==> config.mk <==
export PLATFORM = sky130hd
export DESIGN_NAME = ram_fifo_ctrl
export DESIGN_NICKNAME = d
export VERILOG_FILES = /design/src/rtl/ram_pkg.sv /design/src/rtl/ram_fifo_ctrl.sv
export SDC_FILE = /design/constraint.sdc
export NUM_CORES = 1
export LEC_CHECK = 0
export CAP_MARGIN = 20
export CELL_PAD_IN_SITES_DETAIL_PLACEMENT = 1
export CELL_PAD_IN_SITES_GLOBAL_PLACEMENT = 1
export CORE_MARGIN = 5
export CORE_UTILIZATION = 36
export CTS_BUF_LIST = sky130_fd_sc_hd__clkbuf_8
export DETAILED_ROUTE_END_ITERATION = 8
export PLACE_DENSITY = 0.89
export SLEW_MARGIN = 40
export SYNTH_ARGS = -nofsm -noshare
export SYNTH_HDL_FRONTEND = slang
export SYNTH_SLANG_ARGS = --single-unit
export TNS_END_PERCENT = 20
==> constraint.sdc <==
create_clock -name clk -period 5.7 [get_ports clk]
set_clock_uncertainty 0.2 [all_clocks]
set_input_delay 1.425 -clock clk [delete_from_list [all_inputs] [get_ports clk]]
set_output_delay 1.425 -clock clk [all_outputs]
set_load 0.005 [all_outputs]
==> src/rtl/ram_pkg.sv <==
// Shared constants and FSM state type for the RAM-backed FIFO controller.
package ram_pkg;

    localparam int ABITS = 5;
    localparam int DBITS = 9;
    localparam int DEPTH = 32;

    typedef enum logic {
        IDLE  = 1'b0,
        CLEAR = 1'b1
    } fifo_state_t;

endpackage

==> src/rtl/ram_fifo_ctrl.sv <==
// Turns a 32x9 single-port RAM into a valid/ready FIFO, with a zeroing sweep.
// Handshakes: a transfer happens on a rising edge where valid && ready are both high.
module ram_fifo_ctrl #(
    parameter int ABITS = ram_pkg::ABITS,
    parameter int DBITS = ram_pkg::DBITS,
    parameter int DEPTH = ram_pkg::DEPTH
) (
    input  logic             clk,
    input  logic             res,
    input  logic             push_valid,
    output logic             push_ready,
    input  logic [DBITS-1:0] push_data,
    output logic             pop_valid,
    input  logic             pop_ready,
    output logic [DBITS-1:0] pop_data,
    input  logic             clear,
    output logic             busy,
    output logic [ABITS:0]   count,
    output logic             full,
    output logic             empty,
    output logic             ram_wr,
    output logic [ABITS-1:0] ram_addr,
    output logic [DBITS-1:0] ram_din,
    input  logic [DBITS-1:0] ram_dout
);
    import ram_pkg::*;

    fifo_state_t      state_q, state_d;
    logic [ABITS-1:0] wr_ptr_q, wr_ptr_d;
    logic [ABITS-1:0] rd_ptr_q, rd_ptr_d;
    logic [ABITS:0]   count_q, count_d;
    logic [ABITS-1:0] clr_addr_q, clr_addr_d;
    logic             pop_hs;
    logic             push_hs;

    assign count    = count_q;
    assign full     = (count_q == (ABITS+1)'(DEPTH));
    assign empty    = (count_q == '0);
    assign pop_data = ram_dout;

    always_ff @(posedge clk or negedge res) begin
        if (!res) begin
            state_q    <= IDLE;
            wr_ptr_q   <= '0;
            rd_ptr_q   <= '0;
            count_q    <= '0;
            clr_addr_q <= '0;
        end else begin
            state_q    <= state_d;
            wr_ptr_q   <= wr_ptr_d;
            rd_ptr_q   <= rd_ptr_d;
            count_q    <= count_d;
            clr_addr_q <= clr_addr_d;
        end
    end

    always_comb begin
        state_d    = state_q;
        wr_ptr_d   = wr_ptr_q;
        rd_ptr_d   = rd_ptr_q;
        count_d    = count_q;
        clr_addr_d = clr_addr_q;
        push_ready = 1'b0;
        pop_valid  = 1'b0;
        busy       = 1'b0;
        ram_wr     = 1'b0;
        ram_addr   = rd_ptr_q;
        ram_din    = '0;
        pop_hs     = 1'b0;
        push_hs    = 1'b0;

        case (state_q)
            IDLE: begin
                pop_valid  = !empty;
                // Pop wins the single address port; a pending push waits a cycle.
                push_ready = !full && !clear && !(pop_valid && pop_ready);
                pop_hs     = pop_valid && pop_ready && !clear;
                push_hs    = push_valid && push_ready;

                if (clear) begin
                    state_d    = CLEAR;
                    clr_addr_d = '0;
                end else if (pop_hs) begin
                    rd_ptr_d = rd_ptr_q + 1'b1;
                    count_d  = count_q - 1'b1;
                end else if (push_hs) begin
                    ram_wr   = 1'b1;
                    ram_addr = wr_ptr_q;
                    ram_din  = push_data;
                    wr_ptr_d = wr_ptr_q + 1'b1;
                    count_d  = count_q + 1'b1;
                end
            end

            CLEAR: begin
                busy       = 1'b1;
                ram_wr     = 1'b1;
                ram_addr   = clr_addr_q;
                clr_addr_d = clr_addr_q + 1'b1;
                // The last sweep write also empties the FIFO.
                if (clr_addr_q == ABITS'(DEPTH - 1)) begin
                    state_d  = IDLE;
                    wr_ptr_d = '0;
                    rd_ptr_d = '0;
                    count_d  = '0;
                end
            end

            default: state_d = IDLE;
        endcase
    end

endmodule

==> out/qor.txt, run 1 <==
Status -> completed
Port bufs -> 39
Final hold violation count -> 0
Final setup vio count -> 0
Fmax -> 192.5 MHz
Post-Synth Adder-Cell Area -> 5.627%
Register area share after synthesis -> 35.37%
Synth top area share -> 35.37%
Starting Density -> 36.50%
Total GRT Usage -> 16.68%
Warnings, synthesis -> 0
Vias/cell -> 5.467
Worst hold path depth -> 1
Post-DR wirelength/cell -> 17.16 µm
Total negative slack -> 0 ns
Maximum vdd drop -> 0.1618 mV
Via Count -> 1405
CTS Buffer Depth -> 2
Final net count -> 236
Largest delay share family, worst path -> buffers and inverters
DRT Pass-1 Iters -> 4
Post-route ant nets -> 0
Fin util -> 46.71%
Global route overflow -> 0
Dpl cells -> 252
Synth cell types -> 45
Filler cells -> 510
Worst min path class -> flop to flop
Final HPWL DP -> 3119 µm
Die area -> 5739 µm²
Worst path bufs/invs -> 3
# diodes -> 0
Synth Flop Type -> dfrtp_1
Hold_buf cts -> 0
Clock power share -> 16.5%
P_int -> 547.3 µW
GPL Wtd Cong -> 0.8251
Drc violations -> 0
Post-synthesis compound-gate area fraction -> 16.00%
CP cell instances -> clkdlybuf4s50_1 -> nor2_2 -> nand2_1 -> nor3_2 -> buf_4 -> and2_1 -> clkdlybuf4s50_1
Setup crit start kind -> primary input
Gates resized, CTS repair -> 0
Root Buffer -> clkbuf_8
Post-Syn Area -> 1556 µm²
Crit-path slowest cell -> clkdlybuf4s50_1
Pwr dens -> 456.5 nW/µm²
Clock Latency Late Sink -> 0.27 ns
DRT Wirelength -> 4411 µm
Reg power frac -> 34.3%
First-pass GRT wire length -> 7224 µm
NetSw -> 362.0 µW
Gate power share -> 49.1%
Relative slew slack -> 47.40%
CP Max Fanout -> 13
Crit Path Class -> primary input to primary output
Top Ports -> 58
CP most frequent cell -> clkdlybuf4s50_1
Critical path endpoint category -> primary output
R2R depth -> 7
Top cells by area, synth -> dfrtp_1, ha_1, nand2_1
Largest net degree at the start of global routing -> 25
Final slew viol count -> 0
Area Growth Syn to Fin -> 27.97%
Critical path arrival -> 3.57 ns
Sw frac -> 39.81%
H-tree levels -> 1
Tmin final -> 5.194 ns
Std-Cell Rows -> 24
Delay of the slowest critical-path stage -> 0.51 ns
Final period utilization -> 91.12%
Post-Synth XOR/XNOR Area -> 7.315%
Synth Area per Inst -> 8.894 µm²
RSZ-0062 raised after global routing -> false
Clock edge transition at the registers on the reported setup and hold paths -> 0.09 ns
Synth cell count leaders -> dfrtp_1, nand2_1, o21ai_0
R2r setup slk -> 2.71 ns
Most common cell in the synthesized netlist -> dfrtp_1
WP data required -> 4.07 ns
Mux share of post-synthesis cell area -> 5.949%
Die height -> 75.76 µm
Post-synthesis simple-gate area fraction -> 22.19%
Worst Tran Pin Value -> 0.7890 ns
Hold Slack -> 0.3461 ns
Layout cell share with drive strength beyond 1 -> 8.780%
CTS Sinks -> 22
LEAKAGE -> 0.8553 nW
Initial antenna violation count -> 0
Critical path depth in cells -> 7
Post-synthesis cell count -> 175
Pre-CTS setup slack -> 0.5425 ns
Core Box Area -> 4264 µm²
Vias in the first global route -> 1471
Fraction of registers with async set/reset -> 100.0%
Num CTS Buffers -> 3
Largest area contributor in the netlist -> dfrtp_1
Maxcap violations -> 0
Mapped Nets -> 205
Synth Register Bits -> 22
Post-CTS setup buffers -> 0
DR iter-0 viols -> 70
EDFF count, synth -> 0
Worst setup margin -> 0.5062 ns
Largest family of logic cells by synthesized area -> simple AND/OR/NAND/NOR gates
Die width -> 75.76 µm
CTS tree -> yes
Post-route insts no fill -> 257
[cells in the final DEF, fill, tap and decap left out, types with 2 or more instances in the layout]
master / Yosys / final
o21ai_0: 13 / 13
nor2_2: 2 / 2
mux2i_1: 7 / 7
nor4_1: 3 / 3
dfrtp_1: 22 / 22
inv_1: 5 / 5
buf_2: 1 / 2
a21oi_1: 3 / 3
and3_1: 2 / 2
and2_1: 10 / 10
mux2_2: 2 / 2
a22o_1: 3 / 3
xor2_1: 7 / 7
nand2_1: 21 / 21
a31oi_1: 2 / 2
xnor2_1: 6 / 6
o21ai_1: 5 / 5
clkdlybuf4s50_1: 0 / 38
nand3_1: 7 / 7
nor2_1: 11 / 11
clkbuf_8: 0 / 3
ha_1: 7 / 7
[state kept, by name, indices dropped and copies added, names as in the netlist]
| name | flops |
|---|---|
| clr_addr_q | 5 |
| state_q | 1 |
| rd_ptr_q | 5 |
| wr_ptr_q | 5 |
| count | 6 |
[layout make-up]
type / instances / area (µm²) / share of cell area [%]
Tap cell: 52 / 65.06 / 3.266
Multi-Input combinational cell: 133 / 888.4 / 44.60
Clock buffer: 3 / 41.29 / 2.073
Inverter: 5 / 18.77 / 0.9422
Timing Repair Buffer: 41 / 397.9 / 19.97
Sequential cell: 22 / 550.5 / 27.64
Clock inverter: 1 / 30.03 / 1.508
[worst paths after layout]
kind                                     from             to
worst min-delay path            clr_addr_q[0]  clr_addr_q[0]
worst min register to register  clr_addr_q[0]  clr_addr_q[0]
worst max register to register       count[1]       count[5]
max in group asynchronous                 res       count[3]
min in group asynchronous                 res  clr_addr_q[1]
worst max-delay path                    clear     ram_din[5]
[layer usage]
layer,up-vias,track usage [%],wire length (µm)
met5,-,0,0
met4,0,7.573,125
met3,13,3.562,217
met2,39,26.62,2180
li1,663,-,-
met1,690,21.50,1887
[through the flow]
step | cell area [µm²] | total power [mW]
final | 1992 | 0.9093
after detailed placement | 1916 | 0.7538
after floorplan | 1556 | 0.5643
after CTS | 1987 | 0.9144
after global placement | 1921 | 0.7337
after global routing | 1992 | 0.9841
[power by group through the flow]
| stage | Sequential, mW | Clock, mW | Combinational [mW] |
|---|---|---|---|
| final | 0.312 | 0.150 | 0.447 |
| after CTS | 0.311 | 0.152 | 0.451 |
| after floorplan | 0.285 | 0 | 0.279 |
| after global routing | 0.323 | 0.160 | 0.501 |
| after global placement | 0.309 | 0 | 0.424 |
| after detailed placement | 0.312 | 0 | 0.442 |
[kinds of logic (layout without fill, tap and decap cells)]
group | after synthesis | count (layout)
and+or+nand+nor | 66 | 66
AOI/OAI and AO/OA | 38 | 38
DFF | 22 | 22
buffers and inverters | 20 | 50
xor gates and xnor gates | 13 | 13
muxes | 9 | 9
adders and majority gates | 7 | 7
No activity file was read; power rests on OpenSTA's default activity.
==> run 2, diff against run 1 <==
--- a/config.mk
+++ b/config.mk
@@ -5,6 +5,7 @@
 export SDC_FILE = /design/constraint.sdc
 export NUM_CORES = 1
 export LEC_CHECK = 0
+export ABC_AREA = 0
 export CAP_MARGIN = 20
 export CELL_PAD_IN_SITES_DETAIL_PLACEMENT = 1
 export CELL_PAD_IN_SITES_GLOBAL_PLACEMENT = 1
==> results of run 2 <==
The final DEF is identical to that of run 1; final timing and power are the same.
==> run 3, diff against run 2 <==
--- a/config.mk
+++ b/config.mk
@@ -8,12 +8,12 @@
 export ABC_AREA = 0
 export CAP_MARGIN = 20
 export CELL_PAD_IN_SITES_DETAIL_PLACEMENT = 1
-export CELL_PAD_IN_SITES_GLOBAL_PLACEMENT = 1
-export CORE_MARGIN = 5
-export CORE_UTILIZATION = 36
+export CELL_PAD_IN_SITES_GLOBAL_PLACEMENT = 2
+export CORE_MARGIN = 2
+export CORE_UTILIZATION = 28
 export CTS_BUF_LIST = sky130_fd_sc_hd__clkbuf_8
 export DETAILED_ROUTE_END_ITERATION = 8
-export PLACE_DENSITY = 0.89
+export PLACE_DENSITY = 0.88
 export SLEW_MARGIN = 40
 export SYNTH_ARGS = -nofsm -noshare
 export SYNTH_HDL_FRONTEND = slang
==> out/qor.txt, run 3 (same netlist as run 1, synthesis figures left out) <==
Layout cell share with drive strength beyond 1 -> 9.709% (+0.93 points)
Maxcap violations -> 0 (unchanged)
H-tree levels -> 1 (unchanged)
Relative slew slack -> 61.30% (+14 points)
DRT Pass-1 Iters -> 4 (unchanged)
Worst hold path depth -> 1 (unchanged)
Drc violations -> 0 (unchanged)
Setup crit start kind -> primary input
Final period utilization -> 90.42% (-0.70 points)
Clock Latency Late Sink -> 0.27 ns (about the same)
Post-route ant nets -> 0 (unchanged)
R2r setup slk -> 2.88 ns (+0.17 ns)
Hold endpoint -> clr_addr_q[4]
Delay of the slowest critical-path stage -> 0.51 ns (about the same)
Worst Tran Pin Value -> 0.5770 ns (-0.2119 ns)
Hold Path Origin -> clr_addr_q[4]
Status -> completed
Largest delay share family, worst path -> buffers and inverters
Top Ports -> 58 (unchanged)
Crit Path Class -> primary input to primary output
CP cell instances -> clkdlybuf4s50_1 -> a311o_1 -> or2_1 -> mux2i_1 -> o21ai_1 -> clkdlybuf4s50_1
Root Buffer -> clkbuf_8
CP Max Fanout -> 7 (-6)
Std-Cell Rows -> 27 (+13%)
Vias/cell -> 4.856 (-11%)
Die height -> 78.56 µm (+3.7%)
CTS tree -> yes
Final HPWL DP -> 3127 µm (+0.27%)
GPL Wtd Cong -> 0.7676 (-7.0%)
Met3 routed wirelength -> 108 µm (-50%)
Starting Density -> 28.62% (-7.9 points)
Final slew viol count -> 0 (unchanged)
Clock edge transition at the registers on the reported setup and hold paths -> 0.09 ns (about the same)
Via Count -> 1350 (-3.9%)
Worst min path class -> flop to flop
Maximum vdd drop -> 0.2088 mV (+29%)
Most frequent cells in the layout -> clkdlybuf4s50_1, nand2_1, dfrtp_1
Final setup vio count -> 0 (unchanged)
Tmin final -> 5.154 ns (-0.03969 ns)
First-pass GRT wire length -> 6982 µm (-3.3%)
Global route overflow -> 0 (unchanged)
Critical path endpoint category -> primary output
Critical path arrival -> 3.53 ns (-0.04 ns)
Uppermost routed layer -> met4
Num CTS Buffers -> 3 (unchanged)
Post-DR wirelength/cell -> 14.74 µm (-14%)
CP most frequent cell -> clkdlybuf4s50_1
Gates resized, CTS repair -> 0 (unchanged)
Fin util -> 37.24% (-9.5 points)
RSZ-0062 raised after global routing -> false
WL met1 -> 1945 µm (+3.1%)
Core Box Area -> 5439 µm² (+28%)
Worst r2r src -> count[5]
R2R Path End -> count[5]
Die width -> 78.56 µm (+3.7%)
Final net count -> 237 (+0.42%)
Crit-path slowest cell -> clkdlybuf4s50_1
Initial antenna violation count -> 0 (unchanged)
Pwr dens -> 441.1 nW/µm² (-3.4%)
Hold_buf cts -> 0 (unchanged)
CTS Sinks -> 22 (unchanged)
Final hold violation count -> 0 (unchanged)
R2R depth -> 7 (unchanged)
DR iter-0 viols -> 31 (-56%)
LEAKAGE -> 0.8617 nW (+0.75%)
CTS Buffer Depth -> 2 (unchanged)
Most common cell after layout, fill and taps aside -> clkdlybuf4s50_1
Fmax -> 194.0 MHz (+0.77%)
Port bufs -> 39 (unchanged)
# diodes -> 0 (unchanged)
Die area -> 6172 µm² (+7.5%)
Largest register FFs -> 6 (unchanged)
Vias in the first global route -> 1423 (-3.3%)
Met2 WL -> 2016 µm (-7.5%)
Area Growth Syn to Fin -> 30.14%
Post-CTS setup buffers -> 0 (unchanged)
Total negative slack -> 0 ns (unchanged)
Total GRT Usage -> 14.08% (-2.6 points)
Largest net degree at the start of global routing -> 25 (unchanged)
Worst path bufs/invs -> 2 (-1)
DRT Wirelength -> 4098 µm (-7.1%)
WP data required -> 4.07 ns (about the same)
## run 3: power by group
part / total [mW] / switching [mW] / internal (mW)
logic: 0.432 / 0.195 / 0.237
registers: 0.310 / 0.0940 / 0.216
clock network: 0.151 / 0.0574 / 0.0940
## run 3: stage by stage
| step | cells | total power [mW] | setup WS (ns) | hold WS (ns) | area, µm² |
|---|---|---|---|---|---|
| after floorplan | 175 | 0.5643 | 1.695 | 0.2924 | 1556 |
| after global placement | 273 | 0.7358 | 0.5549 | 0.3161 | 1953 |
| after detailed placement | 273 | 0.7502 | 0.5261 | 0.3202 | 1948 |
| after CTS | 277 | 0.9066 | 0.5174 | 0.3478 | 2019 |
| after global routing | 278 | 0.9761 | 0.4330 | 0.3783 | 2026 |
| final | 278 | 0.8935 | 0.5459 | 0.3422 | 2026 |
## run 3: metal layers
metal  up-vias  track usage (%)
met1       660            18.43
met3         2            2.299
met2        22            24.53
met5         -                0
met4         0            2.632
li1        666                -
## run 3: layout make-up
class	instances	area [µm²]
timing repair buffer	42	405.4
tap	72	90.09
clock inverter	1	30.03
fill	630	3413
inverter	5	18.77
multi-input combinational	133	888.4
clock buffer	3	41.29
sequential	22	551.8
## run 3: how the worst max path moves through the flow
stage	start	to	cells after the start
2_1_floorplan	clear	ram_addr[0]	5
3_3_place_gp	clear	ram_addr[0]	6
3_5_place_dp	clear	ram_addr[2]	6
4_1_cts	push_valid	ram_addr[2]	7
5_1_grt	push_valid	ram_addr[2]	7
6_report	clear	ram_addr[2]	6
